### src/rtl/novaedge_mux_pkg.sv
// Shared definitions for the NovaEdge32 request-stream multiplexer slice.
package novaedge_mux_pkg;

    typedef enum logic {
        MODE_FIXED = 1'b0,
        MODE_RR    = 1'b1
    } mux_mode_t;

endpackage

### src/rtl/rr_arbiter.sv
// Combinational round-robin arbiter: grants the first requester after ptr,
// wrapping at N_CH. Returns a one-hot grant plus its index.
module rr_arbiter #(
    parameter int  N_CH = 4,
    localparam int CH_W = $clog2(N_CH)
) (
    input  logic [N_CH-1:0] req,
    input  logic [CH_W-1:0] ptr,
    output logic [N_CH-1:0] grant,
    output logic [CH_W-1:0] grant_idx
);

    always_comb begin
        logic            found;
        logic [CH_W-1:0] idx;
        grant     = '0;
        grant_idx = '0;
        found     = 1'b0;
        idx       = '0;
        // Offset N_CH wraps back to ptr itself, so it is searched last.
        for (int off = 1; off <= N_CH; off++) begin
            idx = CH_W'((int'(ptr) + off) % N_CH);
            if (!found && req[idx]) begin
                found      = 1'b1;
                grant[idx] = 1'b1;
                grant_idx  = idx;
            end
        end
    end

endmodule

### src/rtl/stream_mux_rr.sv
// Registered N-channel valid/ready stream mux with fixed-select or round-robin
// arbitration. Define STREAM_MUX_PKT_LOCK_EN to hold the grant for whole packets.
module stream_mux_rr
    import novaedge_mux_pkg::*;
#(
    parameter int  N_CH  = 4,
    parameter int  WIDTH = 32,
    localparam int CH_W  = $clog2(N_CH)
) (
    input  logic                  clk,
    input  logic                  rst_n,
    input  logic                  mode,
    input  logic [CH_W-1:0]       sel,
    input  logic [N_CH-1:0]       in_valid,
    input  logic [N_CH*WIDTH-1:0] in_data,
    input  logic [N_CH-1:0]       in_last,
    output logic [N_CH-1:0]       in_ready,
    output logic                  out_valid,
    output logic [WIDTH-1:0]      out_data,
    output logic                  out_last,
    output logic [CH_W-1:0]       out_chan,
    input  logic                  out_ready
);

    mux_mode_t        mode_e;
    logic [N_CH-1:0]  rr_grant;
    logic [CH_W-1:0]  rr_idx;
    logic [CH_W-1:0]  rr_ptr;
    logic [N_CH-1:0]  grant;
    logic [CH_W-1:0]  grant_idx;
    logic             can_load;
    logic             xfer;
    logic [WIDTH-1:0] data_p0;
    logic             last_p0;
    logic             vld_p1;
    logic [WIDTH-1:0] data_p1;
    logic             last_p1;
    logic [CH_W-1:0]  chan_p1;
`ifdef STREAM_MUX_PKT_LOCK_EN
    logic             lock_act;
    logic [CH_W-1:0]  lock_ch;
`endif

    assign mode_e = mux_mode_t'(mode);

    rr_arbiter #(.N_CH(N_CH)) u_arb (
        .req       (in_valid),
        .ptr       (rr_ptr),
        .grant     (rr_grant),
        .grant_idx (rr_idx)
    );

    always_comb begin
        grant     = '0;
        grant_idx = '0;
`ifdef STREAM_MUX_PKT_LOCK_EN
        if (lock_act) begin
            grant_idx      = lock_ch;
            grant[lock_ch] = in_valid[lock_ch];
        end else
`endif
        if (mode_e == MODE_RR) begin
            grant     = rr_grant;
            grant_idx = rr_idx;
        end else if (int'(sel) < N_CH) begin
            if (in_valid[sel]) begin
                grant[sel] = 1'b1;
                grant_idx  = sel;
            end
        end
    end

    assign can_load = !vld_p1 || out_ready;
    assign in_ready = grant & {N_CH{can_load}};
    assign xfer     = |(in_valid & in_ready);

    // p0: select the granted channel's beat
    always_comb begin
        data_p0 = '0;
        last_p0 = 1'b0;
        for (int i = 0; i < N_CH; i++) begin
            if (grant[i]) begin
                data_p0 = in_data[i*WIDTH +: WIDTH];
                last_p0 = in_last[i];
            end
        end
    end

    // p1: output register, plus arbitration state advanced on each transfer
    always_ff @(posedge clk or negedge rst_n) begin
        if (!rst_n) begin
            vld_p1   <= 1'b0;
            data_p1  <= '0;
            last_p1  <= 1'b0;
            chan_p1  <= '0;
            rr_ptr   <= CH_W'(N_CH - 1);
`ifdef STREAM_MUX_PKT_LOCK_EN
            lock_act <= 1'b0;
            lock_ch  <= '0;
`endif
        end else begin
            if (can_load) begin
                vld_p1 <= xfer;
                if (xfer) begin
                    data_p1 <= data_p0;
                    last_p1 <= last_p0;
                    chan_p1 <= grant_idx;
                end
            end
`ifdef STREAM_MUX_PKT_LOCK_EN
            if (xfer) begin
                lock_act <= !last_p0;
                lock_ch  <= grant_idx;
                if (last_p0) begin
                    rr_ptr <= grant_idx;
                end
            end
`else
            if (xfer) begin
                rr_ptr <= grant_idx;
            end
`endif
        end
    end

    assign out_valid = vld_p1;
    assign out_data  = data_p1;
    assign out_last  = last_p1;
    assign out_chan  = chan_p1;

endmodule

### config.mk
export PLATFORM = sky130hd
export DESIGN_NAME = stream_mux_rr
export DESIGN_NICKNAME = d
export VERILOG_FILES = /design/src/rtl/novaedge_mux_pkg.sv /design/src/rtl/rr_arbiter.sv /design/src/rtl/stream_mux_rr.sv
export SDC_FILE = /design/constraint.sdc
export NUM_CORES = 1
export LEC_CHECK = 0
export ABC_AREA = 1
export CORE_MARGIN = 3
export CORE_UTILIZATION = 45
export DETAILED_ROUTE_END_ITERATION = 10
export PLACE_DENSITY = 0.88
export SLEW_MARGIN = 20
export SYNTH_ARGS = -nofsm -noshare
export SYNTH_HDL_FRONTEND = slang
export SYNTH_SLANG_ARGS = --single-unit
### constraint.sdc
create_clock -name clk -period 5.9 [get_ports clk]
set_input_delay 1.18 -clock clk [delete_from_list [all_inputs] [get_ports clk]]
set_output_delay 1.18 -clock clk [all_outputs]
set_load 0.01 [all_outputs]
After elaboration in Yosys (flattened, before gate mapping)
Index checks and enable logic that the tools add are counted.
Widths: inputs -> output; s select.

cells by class
  magnitude comparators = 10
  muxes and demuxes = 43
  reduce and logical (&&, ||, !) cells = 15
  add/subtract/negate cells = 4
  bitwise logic cells = 5

operators with widths
  kind                 count
  $mux 32              4
  $mux 4               6
  $mux 1               17
  $lt 2x3->1 const B   5
  $mux 2               6
  $or 4x4->4           3
  $bmux 1 s2           5
  $demux 1 s2          5
  $ge 2x1->1 const B   5
  $and 4x4->4          2
  $logic_and 1x1->1    8
  $add 2x1->2 const B  2
  $add 2x2->2 const B  2
  $logic_not 1->1      4
  $reduce_or 4->1      1
  $reduce_and 2->1     1
  $logic_or 1x1->1     1

word-level totals
  input bits = 142
  logic and storage cells = 82
  output and inout port bits = 40
  register bits after elaboration = 38

Depth between registers and ports, before layout
  word-level depth = 18
  mapped depth = 18
  mapped depth without buffers = 17

Cells and area by module
From an unflattened synthesis, not the netlist that was laid out.

second synthesis, totals
  cell total of the unflattened synthesis = 679
  area total of the unflattened synthesis = 3841.2 µm²

by module, submodules not included
  module         sequential area each (µm²)  times used  area an instance (µm²)  cells an instance
  stream_mux_rr  953.4                       1           3305.7                  594
  rr_arbiter     0.0                         1           535.5                   85

Least setup slack after synthesis
Ideal clock, no wire load.

  path kind = input to output
  start = input port in_valid[3]
  end = output port in_ready[2]
  path buffers = 1
  cell stages on the path = 12
  slack = 2387 ps
  data required time = 4720 ps
  arrival = 2333 ps
  cells stage by stage = inv_1 -> nand2_2 -> nand3_2 -> nand2_4 -> nor2_4 -> nand3_1 -> nand3_1 -> nand2_2 -> nand2_4 -> inv_2 -> buf_2 -> nor2_1

between the ends
  word-level cells in the longest chain between the ends = 14
  elaborated cells on any way between the ends = 29
  those cells by class = 19 x mux; 4 x bitwise; 6 x reduce/logical

ends and longest elaborated chain
  element                       RTL line             source
  start, declared               stream_mux_rr.sv:14  input logic [N_CH-1:0] in_valid,
  $bmux 1 s2                    rr_arbiter.sv:23     if (!found && req[idx]) begin
  $mux 1 (implied by the code)  rr_arbiter.sv:23
  $mux 1                        rr_arbiter.sv:23
  $logic_not 1->1               rr_arbiter.sv:23
  $logic_and 1x1->1             rr_arbiter.sv:23
  $mux 1                        rr_arbiter.sv:23
  $logic_not 1->1               rr_arbiter.sv:23
  $logic_and 1x1->1             rr_arbiter.sv:23
  $mux 1                        rr_arbiter.sv:23
  $logic_not 1->1               rr_arbiter.sv:23
  $logic_and 1x1->1             rr_arbiter.sv:23
  $mux 4                        rr_arbiter.sv:23
  $mux 4 (*)                    stream_mux_rr.sv:62  if (mode_e == MODE_RR) begin
  $and 4x4->4 (*)               stream_mux_rr.sv:74  assign in_ready = grant & {N_CH{can_load}};
  end, declared                 stream_mux_rr.sv:17  output logic [N_CH-1:0] in_ready,

Every way passes the cells marked *; elsewhere a longest branch is shown, timed or not. The select of a mux whose other input is x is not followed.

Worst setup path after layout
  start = input port in_valid[1]
  end = output port in_ready[2]

The elaborated chain is that of the path after synthesis.

==> results.md <==
* End of the worst register-to-register path: rr_ptr[0]
* Vias in the first global route at 4,446
* Hold_ws at 0.4784 ns
* CP startpoint: in_valid[1]
* CTS H-tree depth at 2
* Min Clock Period, post-route at approximately 4.8 ns
* Crit path kind: in -> out
* First-pass GRT wire length at 20,930 um
* Leak pwr at about 2.8 nW
* Remaining global-route overflow at 0
* Via Count at around 4.5k
* Crit end category: primary output
* Root Driver: clkbuf_8
* Chip Width at 96.68 um
* Synth area leaders: dfrtp_1 24%, nand2_1 23%, nand3_1 11%
* Flop-to-flop setup slack at 2.33 ns
* CP cell instances: clkdlybuf4s50_1 -> nand2_1 -> nand2_2 -> nand2_1 -> nand2_2 -> nand2_2 -> nor2_4 -> nand2_1 -> nand3_1 -> nand2_2 -> nand2_4 -> inv_2 -> nor2_1 -> clkdlybuf4s50_1
* Synth warnings at 0
* N_diodes at 0
* DR iter-0 viols at 208
* Fmax achieved at 208.2 MHz
* Crit-path max FO at 35
* Max IR drop VDD at 0.0004727 V
* RSZ-0062 raised after global routing: no
* Fin cells at 853
* # rows at 32
* # nets final at 901
* Hold path startpoint: out_data[22]
* Post-CTS Setup Repair Bufs at 0
* Post-synth cell types at 28
* Post-route clock skew at 0.007800 ns
* Fin crit share at around four fifths
* Initial antenna violation count at 0
* Slew @ Worst Pin at 0.8999 ns
* Cell count of the worst reg-to-reg path at 17
* Pwr per Cell Area at 460.9 mW/mm^2
* Mapped Nets at 740
* Slew Limit Fails at 0
* Share of the yosys chip area belonging to registers at 25.77%
* Status: completed
* Most Frequent Cell on Critical Path: nand2_2
* Per-cell routed wire length at ~15 um
* Post-synth top area cell: dfrtp_1
* Commonest non-fill, non-tap cells in the layout: 231 x nand2_1, 180 x clkdlybuf4s50_1, 84 x nand3_1, 77 x inv_1, 40 x a21oi_1
* Mapped Cells at 590
* Setup TNS at 0 ns
* Final-layout fill cell count at 651
* Slowest stage cell, crit path: clkdlybuf4s50_1
* Residual DRC count at 0
* Initial Util at approximately 47%
* Port Buffer Count at ~180
* WHS Path Cells at 2
* WP data required at 4.72 ns
* GP Congestion at between 0.8 and 0.9
* Num CTS Buffers at 5
* Area grow syn2layout at 49.92%
* Detailed Place HPWL at 9289 um
* Die Ht at 96.68 um
* Vias per Instance at 5.232
* Total Die Area at 0.009346 mm^2
* Seq cells post-synth at 38
* Reg2reg start: rr_ptr[0]
* CP arrival at 3.62 ns
* # IOs at approximately 180
* Yosys top cell area share at 24.35%
* Final WL at 12,740 um
* Largest net degree at the start of global routing at 39
* TritonRoute pass-1 iters at 5
* CP peak stage delay at around 0.54 ns
* Share of post-route cells with drive strength above 1 at 9.587%
* Worst-Skew Late Latency at 0.29 ns
* Worst setup SP type: input pin
* Hold Fails Final Rpt at 0
* Maximum buffer depth of the clock tree at 2
* Clock transition at path regs at 0.07 ns
* Rel. slew slack at 40.01%
* WP buf/inv at 3
* Clock sink total at 38
* Post-cts sizing count at 0
* Leading cell type in the layout, fill and taps excluded: nand2_1
* Maxcap violations at 0
* Min-delay worst type: reg -> reg
* GRT Util Overall at 26.58%
* Top cell family by delay on the critical path: simple AND/OR/NAND/NOR gates
* Placed cells at 846
* Antenna viol nets, final at 0
* CTS tree: yes
* Mapped Avg Cell Area at 6.271 um^2
* Hold buffers post-CTS at 0
* Core ar. at 0.007848 mm^2
* Hold Crit Endpoint: out_data[22]
* Mapped Area at 0.003700 mm^2
* Final setup vio count at 0
## cell families (layout without fill, tap and decap cells)
logic type	count (synthesis)	in the layout	synth area share (%)
simple gates	382	382	50.66
compound gates	49	49	7.000
fa+ha+maj	8	8	2.706
buf+inv	113	274	13.87
flops	38	38	25.77
## layout make-up
| cell class | instances | area, um^2 | share of cell area [%] |
|---|---|---|---|
| multi-input combinational | 439 | 2241 | 40.40 |
| clock buffer | 7 | 76.32 | 1.376 |
| inverter | 81 | 304.0 | 5.482 |
| tap | 102 | 127.6 | 2.301 |
| timing repair buffer | 186 | 1844 | 33.25 |
| sequential | 38 | 953.4 | 17.19 |
## registers in the layout, indices dropped and copies added (netlist names)
name,flops
rr_ptr,2
out_data,32
out_valid,1
out_last,1
out_chan,2
## per-layer routing
layer	global-route usage, %	wire, um	vias to the layer above
li1	-	-	2161
met1	31.26	4905	2062
met2	47.93	6477	222
met3	6.273	1181	18
met4	7.559	178	0
met5	0	0	-
## stage by stage
step | total power, W | instance area (um^2) | util [%] | setup slack [ns]
6_report | 0.002556 | 5547 | 70.68 | 1.097
5_1_grt | 0.002794 | 5547 | 70.68 | 0.9273
4_1_cts | 0.002561 | 5547 | 70.68 | 1.115
3_5_place_dp | 0.002379 | 5470 | 69.71 | 1.129
3_3_place_gp | 0.002317 | 5470 | 69.71 | 1.237
2_1_floorplan | 0.001822 | 3700 | - | 2.387
## worst register-to-register path, cell delays in order (launching register included)
cell and delay [ns]:
dfstp_2 0.66, inv_2 0.15, ha_1 0.36, inv_1 0.15
nand3_1 0.11, nand2_2 0.13, nand2_2 0.09, nor2_4 0.13
nand2_1 0.08, nand3_1 0.09, nand2_1 0.08, nand2_2 0.51
nand3_1 0.18, nand2_2 0.18, inv_2 0.08, nand2_8 0.28
nand2_1 0.15, o21ai_0 0.10
## worst max-delay path by stage
| stage | endpoint | cells after the start | slack, ns |
|---|---|---|---|
| final | in_ready[2] | 14 | 1.10 |
| after global routing | in_ready[2] | 14 | 0.93 |
| after CTS | in_ready[2] | 14 | 1.11 |
| after detailed placement | in_ready[2] | 14 | 1.13 |
| after global placement | in_ready[2] | 14 | 1.24 |
| after floorplan | in_ready[2] | 12 | 2.39 |
## report_power, final
part           switching (W)  internal (W)
clock              0.0000908     0.0000815
sequential         0.0000778      0.000391
combinational        0.00117      0.000741
## synthesized netlist by cell type, drive strengths merged
| cell | instances |
|---|---|
| nand2 | 246 |
| nand3 | 118 |
| inv | 81 |
| a21oi | 41 |
| dfrtp | 36 |
| buf | 25 |
| nor2 | 14 |
| ha | 8 |
| clkbuf | 7 |
| o21ai | 4 |
| a21boi | 3 |
| dfstp | 2 |
| and2 | 1 |
| nand4 | 1 |
| nor3 | 1 |
| nor3b | 1 |
| o31ai | 1 |
Power figures use the tool's default switching activity.
